[config.mk]
export PLATFORM = sky130hd
export DESIGN_NAME = kf_sequencer
export DESIGN_NICKNAME = d
export VERILOG_FILES = /design/src/rtl/kf_pkg.sv /design/src/rtl/kf_instr_decode.sv /design/src/rtl/kf_sequencer.sv
export SDC_FILE = /design/constraint.sdc
export NUM_CORES = 1
export LEC_CHECK = 0
export BUFFER_PORTS_ARGS = -buffer_cell sky130_fd_sc_hd__buf_2
export CELL_PAD_IN_SITES_DETAIL_PLACEMENT = 0
export CELL_PAD_IN_SITES_GLOBAL_PLACEMENT = 1
export CORE_AREA = 3 3 84 86
export CTS_CLUSTER_SIZE = 8
export DETAILED_ROUTE_END_ITERATION = 12
export DIE_AREA = 0 0 87 89
export GPL_TIMING_DRIVEN = 1
export HOLD_SLACK_MARGIN = 0.06
export PLACE_DENSITY = 0.83
export SETUP_SLACK_MARGIN = 0.3
export SYNTH_ARGS = -nofsm -noshare
export SYNTH_HDL_FRONTEND = slang
export SYNTH_SLANG_ARGS = --single-unit
[constraint.sdc]
create_clock -name clk -period 2 [get_ports clk]
set_input_delay 0.2 -clock clk [delete_from_list [all_inputs] [get_ports clk]]
set_output_delay 0.2 -clock clk [all_outputs]
set_load 0.01 [all_outputs]
[src/rtl/kf_pkg.sv]
// kf_pkg: shared constants, state encoding and instruction layout for the Kalman-filter microcode sequencer
package kf_pkg;
   localparam int ADDRW_D = 5;
   localparam int PCW_D = 6;
   localparam int OPW_D = 3;
   localparam int NITW_D = 8;
   // control-bit offsets above the op field; b sits in the LSBs, then a, then op
   localparam int CTL_WRITE = 0;
   localparam int CTL_RQ = 1;
   localparam int CTL_RD = 2;
   localparam int CTL_MULTI = 3;
   localparam int CTL_LAST = 4;
   localparam int NCTL = 5;
   localparam logic [OPW_D-1:0] OP_ADD = 3'd0;
   localparam logic [OPW_D-1:0] OP_SUB = 3'd1;
   localparam logic [OPW_D-1:0] OP_MUL = 3'd2;
   localparam logic [OPW_D-1:0] OP_DIV = 3'd3;
   localparam logic [OPW_D-1:0] OP_PASS = 3'd4;
   typedef enum logic [2:0] {S_IDLE, S_WAIT_MEAS, S_EXEC, S_STALL, S_FIN} state_t;
   function automatic int instr_width(input int addrw, input int opw);
      return 2*addrw + opw + NCTL;
   endfunction
endpackage

[src/rtl/kf_instr_decode.sv]
// kf_instr_decode: instruction field extraction and EXEC/STALL gating of bank and accumulator enables
module kf_instr_decode
   import kf_pkg::*;
#(
   parameter int ADDRW = ADDRW_D,
   parameter int OPW = OPW_D,
   localparam int IW = instr_width(ADDRW, OPW)
) (
   input  logic [IW-1:0]    instr,
   input  logic [IW-1:0]    held,
   input  logic             in_exec,
   input  logic             in_stall,
   input  logic             alu_done,
   output logic             commit,
   output logic             last,
   output logic             alu_start,
   output logic             write,
   output logic             rq_we,
   output logic             rd_we,
   output logic [ADDRW-1:0] dira,
   output logic [ADDRW-1:0] dirb,
   output logic [OPW-1:0]   alu_op
);
   localparam int CB = 2*ADDRW + OPW;
   logic [IW-1:0] cur;
   logic active;
   always_comb begin
      cur = in_stall ? held : instr;
      active = in_exec | in_stall;
      // a stalled instruction commits only when the ALU reports completion
      commit = in_exec ? !cur[CB+CTL_MULTI] : in_stall & alu_done;
      last = cur[CB+CTL_LAST];
      alu_start = in_exec & cur[CB+CTL_MULTI];
      write = commit & cur[CB+CTL_WRITE];
      rq_we = commit & cur[CB+CTL_RQ];
      rd_we = commit & cur[CB+CTL_RD];
      dira = active ? cur[ADDRW +: ADDRW] : '0;
      dirb = active ? cur[0 +: ADDRW] : '0;
      alu_op = active ? cur[2*ADDRW +: OPW] : '0;
   end
endmodule

[src/rtl/kf_sequencer.sv]
// kf_sequencer: microcode sequencer fetching the program ROM and driving the Kalman-filter datapath
module kf_sequencer
   import kf_pkg::*;
#(
   parameter int ADDRW = ADDRW_D,
   parameter int PCW = PCW_D,
   parameter int OPW = OPW_D,
   parameter int NITW = NITW_D,
   localparam int IW = instr_width(ADDRW, OPW)
) (
   input  logic             clk,
   input  logic             rst,
   input  logic             start,
   input  logic [NITW-1:0]  n_iter,
   output logic             busy,
   output logic             done,
   output logic             err,
   input  logic             meas_valid,
   output logic             meas_ack,
   output logic [PCW-1:0]   pc,
   input  logic [IW-1:0]    instr,
   output logic [OPW-1:0]   alu_op,
   output logic             alu_start,
   input  logic             alu_done,
   output logic             write,
   output logic [ADDRW-1:0] dira,
   output logic [ADDRW-1:0] dirb,
   output logic             rq_we,
   output logic             rd_we,
   output logic [NITW-1:0]  iter_cnt
);
   state_t state, nxt;
   logic [NITW-1:0] n_reg, iter_inc;
   logic [IW-1:0] held;
   logic commit, last, accept, pc_end;
   kf_instr_decode #(.ADDRW(ADDRW), .OPW(OPW)) u_dec (
      .instr(instr),
      .held(held),
      .in_exec(state == S_EXEC),
      .in_stall(state == S_STALL),
      .alu_done(alu_done),
      .commit(commit),
      .last(last),
      .alu_start(alu_start),
      .write(write),
      .rq_we(rq_we),
      .rd_we(rd_we),
      .dira(dira),
      .dirb(dirb),
      .alu_op(alu_op)
   );
   always_comb begin
      accept = state == S_IDLE && start;
      iter_inc = iter_cnt + 1'b1;
      pc_end = &pc;
      busy = state inside {S_WAIT_MEAS, S_EXEC, S_STALL};
      done = state == S_FIN;
      meas_ack = state == S_WAIT_MEAS && meas_valid;
      nxt = state;
      if (accept) nxt = n_iter == '0 ? S_FIN : S_WAIT_MEAS;
      if (meas_ack) nxt = S_EXEC;
      if (alu_start) nxt = S_STALL;
      if (commit) nxt = last ? (iter_inc == n_reg ? S_FIN : S_WAIT_MEAS) : (pc_end ? S_FIN : S_EXEC);
      if (done) nxt = S_IDLE;
   end
   always_ff @(posedge clk) begin
      if (rst) begin
         state <= S_IDLE;
         pc <= '0;
         iter_cnt <= '0;
         n_reg <= '0;
         err <= 1'b0;
         held <= '0;
      end else begin
         state <= nxt;
         if (accept) begin
            n_reg <= n_iter;
            iter_cnt <= '0;
            err <= 1'b0;
         end
         if (meas_ack) pc <= '0;
         if (alu_start) held <= instr;
         if (commit && last) iter_cnt <= iter_inc;
         // running off the end of the ROM aborts the run instead of wrapping
         if (commit && !last && pc_end) err <= 1'b1;
         if (commit && !last && !pc_end) pc <= pc + 1'b1;
      end
   end
endmodule

==> key figures <==
Finish
  – Max reg flops: 17
  – N_diodes: 0
  – Final #Nets: 401
  – Share of layout cells above drive strength 1: between 20% and 30%
  – # fillers: 640
  – Synthesis-to-layout area growth: 25.6%

Routing
  – Via-per-instance ratio: 5.05
  – Total wire length: around 5900 um
  – DR vias: 2254
  – Drt drc: 0
  – Routed WL per cell: approximately 13 um
  – DRT iter0 DRCs: 115
  – Final ANT Viol Nets: 0
  – DRT Pass-1 Iters: 4

Timing
  – Worst hold margin: 141 ps
  – Final hold viol count: 0
  – Slew @ Worst Pin: 478 ps
  – Relative slew slack: 68.1%
  – Final period util: 81.1%
  – Post-route minimum period: 1620 ps
  – Clock Skew: roughly 6.2 ps
  – Setup TNS: 0 ps
  – RSZ-0062 raised after global routing: true
  – # setup viols final: 0
  – Pins over their slew limit: 0
  – Max frequency: 616 MHz

Synth
  – Yosys warning total: 0
  – Synth unique cells: 44
  – Synthesis-stage register bit count: 43
  – Synth Area per Inst: 7.66 sq um
  – Sequential-to-total area share from yosys stat: 37.2%
  – Mapped Area: 0.00231 sq mm
  – Cells after synthesis: 302
  – Post-synthesis net count: 335

Critical path
  – Worst endpoint required time: 2210 ps
  – Largest stage delay on the critical path: ~500 ps
  – CP arrival: 1830 ps
  – CP Buf/Inv Count: 0
  – CP endpoint kind: register
  – Delay-heaviest family, CP: compound AO/OA/AOI/OAI gates
  – Top fanout value on the critical path: 9
  – Slowest CP cell: dfxtp_1
  – Kind of critical path: register to register
  – Crit. path cell count: 5
  – Worst Setup SP: iter_cnt[2]
  – End of the critical path: state[0]
  – Reg2Reg Depth: 5
  – Crit path cell chain: nand3_2 -> o21a_1 -> o22ai_1 -> o31ai_2 -> a211oi_1
  – FF-to-FF Start: iter_cnt[2]
  – Crit start category: register
  – Reg2reg end: state[0]
  – Reg2Reg Setup Slack: 380 ps

CTS
  – Worst-Skew Late Latency: roughly 300 ps
  – H-tree levels: 2
  – CTS tree: done
  – Clk pin slew, worst setup/hold paths: 90 ps
  – Clk buf depth: 2
  – Clk root buf: clkbuf_8
  – Total CTS buffers: 5
  – Clk sinks: 43

Power and ir drop
  – Seq pwr share: 37.7%
  – Total internal power: 1.79 mW
  – Lkg Pwr: 1.18 nW
  – Net switching power: 1.05 mW
  – Pwr dens: slightly below 1000 mW/mm^2
  – Switching fraction of total power: about 37%
  – Clk pwr share: a little under a quarter
  – Combinational Power Share: 38.4%
  – Peak VDD IR: about 0.37 mV

Run status
  – Outcome: complete, no violations

Floorplanning
  – Die height: 89 um
  – Die X: 87 um
  – Row count: 29
  – Starting Density: 36.4%
  – Core Area: approximately 0.0063 sq mm
  – IO Pins: 66
  – Total die area: 0.00774 sq mm

GRT
  – GRT overflow: 0
  – Global router's overall resource usage: 14.9%
  – Initial antenna violation count: 0
  – First-pass GRT wire length: 9330 um
  – Largest net degree at the start of global routing: 26
  – Vias in the first global route: 2018

Placed design
  – Input/output buffers: 65
  – GP Congestion: 0.760
  – Detailed-placement wirelength estimate: 4190 um

Worst hold path
  – HP Class: input port to register

Flow run
  – Max-cap violations: 0
routing by layer:
layer / share of wire (%) / wire, um / global-route usage [%] / vias up
met4: 1.8 / 108 / 5.24 / 0
met1: 47 / 2780 / 19.0 / 1007
met3: 5.4 / 318 / 3.41 / 7
met2: 45 / 2660 / 24.8 / 56
met5: 0 / 0 / 0 / -
li1: - / - / - / 1184
power groups by stage:
| stage | combinational [mW] | clock, mW | sequential, mW |
|---|---|---|---|
| 3_3_place_gp | 1.07 | 0 | 1.07 |
| 6_report | 1.09 | 0.679 | 1.07 |
| 3_5_place_dp | 1.07 | 0 | 1.08 |
| 5_1_grt | 1.22 | 0.731 | 1.09 |
| 4_1_cts | 1.09 | 0.697 | 1.06 |
| 2_1_floorplan | 0.818 | 0 | 1.03 |
cell families (layout without fill, tap and decap cells):
kind of cell / after synthesis / count (layout) / synth area share [%]
simple gates: 146 / 146 / 30.4
compound gates: 67 / 67 / 16.9
xor+xnor: 12 / 12 / 4.54
mux: 14 / 14 / 6.06
buf+inv: 18 / 85 / 3.79
fa+ha+maj: 2 / 2 / 1.08
flops: 43 / 43 / 37.2
worst min-delay path: cells and delay by family:
kind                   cells  cell delay [ps]
AOI/OAI and AO/OA          1               50
buffers and inverters      1              110
and+or+nand+nor            1               50
cell usage after synthesis, drive strengths merged:
library cell	count	area share, %
a211oi	4	1.5
a21oi	43	10
a22o	1	0.38
a22oi	1	0.32
a31oi	6	1.6
and2	3	0.92
and2b	1	0.32
and3	7	1.9
and4bb	1	0.54
buf	10	2.5
clkbuf	6	0.97
dfxtp	43	37
ha	2	1.1
inv	2	0.32
mux2i	14	6.1
nand2	62	10
nand2b	2	0.54
nand3	9	1.9
nand3b	10	3.4
nand4	1	0.27
nor2	37	6.0
nor3	2	0.65
nor3b	4	1.3
nor4	3	0.81
nor4b	1	0.65
o21a	3	0.97
o21ai	7	1.5
o22ai	1	0.27
o31ai	1	0.32
or3	2	0.76
or3b	1	0.38
xnor2	8	3.0
xor2	4	1.5
metrics by stage:
step,power (mW),instance area [sq um],setup slack [ps],util (%),std cells
finish,2.84,2910,378,45.8,446
global route,3.04,2910,282,45.8,446
CTS,2.85,2850,323,44.8,446
detailed placement,2.15,2720,268,42.8,436
global placement,2.14,2720,319,42.8,436
floorplan,1.85,2310,309,-,302
cells in the final DEF (no fill, tap or decap), types with 2 or more instances in the layout:
master,Yosys,layout
o21a_1,3,3
dfxtp_1,43,36
mux2i_1,14,14
nor4_1,3,2
nand2b_1,2,2
xor2_1,4,4
nand3_1,9,8
a21oi_2,1,2
clkinvlp_4,0,2
nor2_1,37,36
a211oi_1,3,3
nand2_1,62,62
buf_2,4,65
nand3b_1,9,9
a21oi_1,41,40
buf_4,2,9
nor3b_1,4,4
clkbuf_8,0,5
and2_1,2,2
o21ai_0,6,6
xnor2_1,8,8
dfxtp_2,0,6
a31oi_1,6,6
and3_1,7,7
worst min path at each step:
stage	from	to	slack, ps	cells after the start
finish	instr[10]	held[10]	140	3
global route	instr[0]	held[0]	140	3
CTS	instr[0]	held[0]	130	3
detailed placement	held[8]	held[8]	450	2
global placement	held[8]	held[8]	440	2
floorplan	instr[0]	held[0]	340	2
repair_timing:
| item | in CTS | in global routing |
|---|---|---|
| pin swaps | 0 | 1 |
| hold buffers | 0 | 0 |
| setup endpoints to repair | 15 | 42 |
| resized for setup | 3 | 17 |
| cloned | 1 | 0 |
| setup buffers | 1 | 0 |
area by class of cell:
type	instances	area, sq um	area share (%)
Multi-Input combinational cell	241	1410	48.6
Sequential cell	43	872	30.0
Timing Repair Buffer	74	393	13.5
Tap cell	77	96.3	3.32
Clock buffer	5	68.8	2.37
Clock inverter	3	43.8	1.51
Inverter	2	11.3	0.388
Timing Repair inverter	1	7.51	0.258
Note: power is estimated with default switching activity, not from simulation.
